### config.mk
export PLATFORM = sky130hd
export DESIGN_NAME = accum_seq
export DESIGN_NICKNAME = d
export VERILOG_FILES = /design/src/rtl/accum_seq.sv
export SDC_FILE = /design/constraint.sdc
export NUM_CORES = 1
export LEC_CHECK = 0
export CAP_MARGIN = 10
export CORE_AREA = 2 2 39 41
export CTS_BUF_LIST = sky130_fd_sc_hd__clkbuf_16
export CTS_CLUSTER_SIZE = 40
export DETAILED_ROUTE_END_ITERATION = 7
export DIE_AREA = 0 0 41 43
export DONT_BUFFER_PORTS = 1
export PLACE_DENSITY = 0.72
export SYNTH_ARGS = -nofsm -noshare
export SYNTH_HDL_FRONTEND = slang
export SYNTH_SLANG_ARGS = --single-unit
### constraint.sdc
create_clock -name clk -period 2.9 [get_ports clk]
set_input_delay 0.58 -clock clk [delete_from_list [all_inputs] [get_ports clk]]
set_output_delay 0.58 -clock clk [all_outputs]
set_load 0.01 [all_outputs]
### src/rtl/accum_seq.sv
// accum_seq -- sequencer for the bit-serial predictor accumulator (MCAC).
//
// Per frame the accumulator is cleared for one word, then six zero-predictor
// partial products are summed (result latched as SEZI), then two pole-predictor
// partial products are added on top (result latched as SEI).
//
// Ports:
//   clk       system clock
//   reset     asynchronous, active-high
//   start     one-cycle request to run one frame
//   busy      high while a frame is in progress
//   done      one-cycle completion pulse
//   term_sel  product source select: 0..5 zero terms, 6..7 pole terms
//   bit_idx   current serial bit position, 0 = LSB
//   m1_sel    carry-clear to accumulator
//   m2_sel    sum-force-zero to accumulator
//   sezi_en   SEZI latch strobe (rising edge latches)
//   sei_en    SEI latch strobe (rising edge latches)
//
// Build option: define ACCUM_SEQ_BACKTOBACK_EN to queue one start received
// while busy and run the next frame without an intervening IDLE cycle.
//
// WORD_BITS must match the accumulator's 16-stage loop; 16 is the only
// legal value.

module accum_seq #(
    parameter int WORD_BITS = 16,
    parameter int N_ZERO    = 6,
    parameter int N_POLE    = 2
) (
    input  logic       clk,
    input  logic       reset,
    input  logic       start,
    output logic       busy,
    output logic       done,
    output logic [2:0] term_sel,
    output logic [3:0] bit_idx,
    output logic       m1_sel,
    output logic       m2_sel,
    output logic       sezi_en,
    output logic       sei_en
);

    localparam logic [3:0] LAST_BIT   = 4'(WORD_BITS - 1);
    localparam logic [3:0] PRE_LAST   = 4'(WORD_BITS - 2);
    localparam logic [2:0] LAST_ZERO  = 3'(N_ZERO - 1);
    localparam logic [2:0] FIRST_POLE = 3'(N_ZERO);
    localparam logic [2:0] LAST_POLE  = 3'(N_ZERO + N_POLE - 1);

    typedef enum logic [1:0] {IDLE, CLEAR, ZERO, POLE} state_t;

    state_t state;
    logic   rerun;   // start the next frame straight from the last bit

`ifdef ACCUM_SEQ_BACKTOBACK_EN
    logic pending;
    assign rerun = pending | start;
`else
    assign rerun = 1'b0;
`endif

    always_ff @(posedge clk or posedge reset) begin
        if (reset) begin
            state    <= IDLE;
            busy     <= 1'b0;
            done     <= 1'b0;
            term_sel <= '0;
            bit_idx  <= '0;
            m1_sel   <= 1'b1;
            m2_sel   <= 1'b1;
`ifdef ACCUM_SEQ_BACKTOBACK_EN
            pending  <= 1'b0;
`endif
        end else begin
            done <= 1'b0;
            case (state)
                IDLE: begin
                    bit_idx  <= '0;
                    term_sel <= '0;
                    m1_sel   <= 1'b1;
                    m2_sel   <= 1'b1;
                    busy     <= 1'b0;
                    if (start) begin
                        state <= CLEAR;
                        busy  <= 1'b1;
`ifdef ACCUM_SEQ_BACKTOBACK_EN
                        pending <= 1'b0;
`endif
                    end
                end

                CLEAR: begin
`ifdef ACCUM_SEQ_BACKTOBACK_EN
                    if (start) pending <= 1'b1;
`endif
                    if (bit_idx == LAST_BIT) begin
                        state    <= ZERO;
                        bit_idx  <= '0;
                        term_sel <= '0;
                        m1_sel   <= 1'b0;
                        m2_sel   <= 1'b0;
                    end else begin
                        bit_idx <= bit_idx + 4'd1;
                    end
                end

                ZERO, POLE: begin
`ifdef ACCUM_SEQ_BACKTOBACK_EN
                    if (start) pending <= 1'b1;
`endif
                    if (bit_idx == LAST_BIT) begin
                        // Word boundary: carry-clear drops again, sum keeps accumulating.
                        bit_idx <= '0;
                        m1_sel  <= 1'b0;
                        if (state == ZERO && term_sel == LAST_ZERO) begin
                            state    <= POLE;
                            term_sel <= FIRST_POLE;
                        end else if (state == POLE && term_sel == LAST_POLE) begin
                            done     <= 1'b1;
                            term_sel <= '0;
                            m1_sel   <= 1'b1;
                            m2_sel   <= 1'b1;
                            if (rerun) begin
                                state <= CLEAR;
`ifdef ACCUM_SEQ_BACKTOBACK_EN
                                pending <= 1'b0;
`endif
                            end else begin
                                state <= IDLE;
                                busy  <= 1'b0;
                            end
                        end else begin
                            term_sel <= term_sel + 3'd1;
                        end
                    end else begin
                        bit_idx <= bit_idx + 4'd1;
                        // Registered output: raise carry-clear for the coming bit 15.
                        m1_sel  <= (bit_idx == PRE_LAST);
                    end
                end

                default: state <= IDLE;
            endcase
        end
    end

    // Strobes launch on the falling edge so their rising edge falls mid-cycle,
    // after the posedge that shifted in the final bit, while the loop is stable.
    always_ff @(negedge clk or posedge reset) begin
        if (reset) begin
            sezi_en <= 1'b0;
            sei_en  <= 1'b0;
        end else begin
            sezi_en <= (state == POLE) && (term_sel == FIRST_POLE) && (bit_idx == '0);
            sei_en  <= done;
        end
    end

endmodule

# Word-level counts from Yosys, hierarchy flattened
# Index checks and enable logic that the tools add are counted.
# word_totals
reg_bits	15
inputBits	3
word_cells	67
# classes
addsub	2
eq_ne	14
mux	29
n_reduce_logical	13
# ops
operator	count
$mux 1	13
$mux 3	4
$reduce_and 4->1	3
$mux 2	5
$ne 2x2->1 const B	5
$eq 3x3->1 const B	3
$pmux 3 s3	1
$eq 4x4->1 const B	2
$pmux 4 s2	1
$pmux 1 s3	2
$pmux 2 s3	1
$add 4x1->4 const B	1
$eq 2x2->1 const B	2
$logic_and 1x1->1	4
$logic_not 4->1	1
$mux 4	1
$add 3x1->3 const B	1
$ne 3x3->1 const B	1
$reduce_or 3->1	1
$eq 2x1->1 const B	1
$logic_not 2->1	1
$pmux 1 s2	1
$reduce_and 2->1	1
$reduce_bool 2->1	1
$reduce_or 2->1	1

# Longest topological paths before layout
# logic_depth
depth_word	6
depth_mapped	5
ltp_nobuf	5

==> impl_metrics.ini <==
[global_routing]
grt_max_degree = 12
antenna_found_initial = 0
grt_util_met1 = 0.2857
grt_first_pass_wirelength_mm = 2.408
overflow = 0
grt_usage = 0.2074
gr-usage-met2 = 0.2844
grt_use_met3 = 0.06806
grt_pass1_vias = 523
grt-busiest-layer = met1

[floorplan]
start_util = 0.5542
die_w_um = 41
die_y_um = 43
die-area_sq_um = 1763
core_region_area_sq_um = 1384
std_cell_rows = 14
ioPinCount = 16

[yosys]
yosys.cell_types.count = 31
synth_seq_cells = 15
netlist_instances = 73
netlist_area_sq_um = 767.0
ys_warn_count = 0
yosysSeqAreaShare = 0.4927
syn-mean-instance-area_sq_um = 10.51
mappedNetlistNets = 83

[routing]
drt_iter0_drc = 30
route.detailed.drc = 0
antenna_left = 0
vias = 558
wl_mm = 1.457
dr.pass1.iters = 4
wl_per_cell_um = 16.01
via_per_inst = 6.132

[pwr]
p_switching_uw = 82.79
p_sw_frac = 0.1739
p_int_uw = 393.3
total_power_uw = 476.0
powerDensity_nw_per_um2 = 559.5
vdd_drop_max_mv = 0.2956
power.share.clock = 0.547
p_seq_frac = 0.442
p_comb_frac = 0.012
p_leak_nw = 0.3901

[clocking]
post_cts_resized = 0
cts_hold_buf = 0
clkLatencyLatePin_ps = 270
cts_buffer_depth = 2
cts_htree_levels = 1
clk_pin_slew_worst_paths_ps = 50
root_buffer = clkbuf_16
cts_tree = done
clock_sinks = 15
numCtsBuffers = 3
post-cts-setup-buffer-count = 0

[worst_setup_path]
startpoint_type = flip-flop
cp.required_ps = 2320
cp_max_fo = 1
cp-end-kind = output port
worstSetupPathType = flip-flop to output port
crit_arrival_ps = 2150

[timing]
grt_setup_unrepaired = false
whs_ps = 205.1
slew_viol_final = 0
setup_viol = 0
hold_violations = 0
worst_pin_slew_ps = 564.5
clock_skew_ps = 32.30
setup_tns_ps = 0
slew_headroom = 0.6223

[place]
place_inst = 87
gp_congestion = 0.7870
port_buffers = 0
dp.final_hpwl_um = 983.5

[finish]
ff_latch_area_sq_um = 377.9
fill_cells = 111
fin_util = 0.6148
layout.cells.non_filler = 91
drive_above_1_share = 0.1067
final_nets = 86
final_common_cell = dfrtp_1
diodes = 0
layout_common_cells = dfrtp_1, inv_1, ha_1
multi_input_area_sq_um = 332.8
areaGrowthSynthToFinish_pct = 10.93

[worst_hold_path]
timing.hold.worst.class = input port to asynchronous set/reset pin

[job]
drv_cap = 0

[outcome]
status = completed
[per-stage QoR]
| step | instance area (sq um) | setup WS, ps |
|---|---|---|
| 2_1_floorplan | 767.0 | 457.8 |
| 3_3_place_gp | 772.0 | 369.9 |
| 4_1_cts | 850.8 | 164.2 |
| 5_1_grt | 850.8 | 143.3 |
| 6_report | 850.8 | 167.6 |
| 3_5_place_dp | 772.0 | 320.3 |
[state kept, by name, summed over array words and instances, names as in the netlist]
signal and flops:
bit_idx 4, sei_en 1, busy 1, sezi_en 1, term_sel 3, m1_sel 1, state 2, done 1
m2_sel 1
[cells by family (layout without fill, tap and decap cells)]
family                     Yosys count  in the layout  synth area share
adders and majority gates            7              7            0.1142
xor gates and xnor gates             1              1           0.01142
DFF                                 15             15            0.4927
and+or+nand+nor                     24             24            0.1844
buffers and inverters               11             13           0.07342
AOI/OAI and AO/OA                   15             15            0.1240
[metal layers]
| layer | up-vias | part of all wire |
|---|---|---|
| li1 | 263 | - |
| met1 | 268 | 0.45 |
| met2 | 22 | 0.47 |
| met3 | 5 | 0.051 |
| met4 | 0 | 0.026 |
| met5 | - | 0 |
[area by class of cell]
type	count	area share
clock inverters	1	0.004412
inverters	7	0.03088
repair buffers	2	0.01765
multi-input cells	47	0.3912
well taps	16	0.02353
clock buffers	3	0.08824
flip-flops and latches	15	0.4441
[path summary, 6_finish.rpt]
path,startpoint,to,slack (ps),cells after the start
max in group asynchronous,reset,sei_en,1080,1
worst min-delay path,reset,term_sel[0],210,1
worst max register to register,term_sel[0],sezi_en,370,4
min in group clk,start,state[0],500,2
worst max-delay path,sezi_en,sezi_en,170,0
worst min register to register,m2_sel,m2_sel,510,2
[power groups by stage]
stage               clock network [mW]  logic, mW  registers [mW]
finish                           0.260    0.00556           0.210
CTS                              0.262    0.00573           0.210
global placement                     0    0.00537           0.213
global route                     0.276    0.00643           0.210
floorplan                            0    0.00316           0.213
detailed placement                   0    0.00578           0.213
[synthesized netlist by cell type]
cell type   n  area, sq um
nand2b_1    1        6.260
nand4b_1    1        8.760
o21ai_2     1        8.760
or3_1       1        6.260
clkbuf_1    2        7.510
nor3_1      1        5.000
dfrtp_1    11        275.3
nor2b_1     2        12.51
nand4_1     4        25.02
a31oi_1     2        12.51
or4_1       1        7.510
nand3b_1    1        7.510
ha_1        7        87.58
o21ai_1     1        5.000
buf_6       2        22.52
dfstp_2     2        52.55
nor4b_1     1        8.760
a221oi_1    1        8.760
and3b_1     1        8.760
dfrtn_1     2        50.05
nor2_1      3        11.26
and3_1      1        6.260
o32ai_1     1        8.760
nand2_1     2        7.510
o211ai_1    1        7.510
o2bb2ai_1   1        8.760
o21ai_0     2        10.01
nand3_1     4        20.02
inv_1       7        26.28
xnor2_1     1        8.760
a21oi_1     5        25.02
[worst register-to-register path: cells and delay by family, from the launching register on]
kind,cells,cell delay [ps]
buffers and inverters,1,110
DFF,1,450
and+or+nand+nor,2,380
adders and majority gates,1,140
Note: power is estimated with default switching activity, not from simulation.
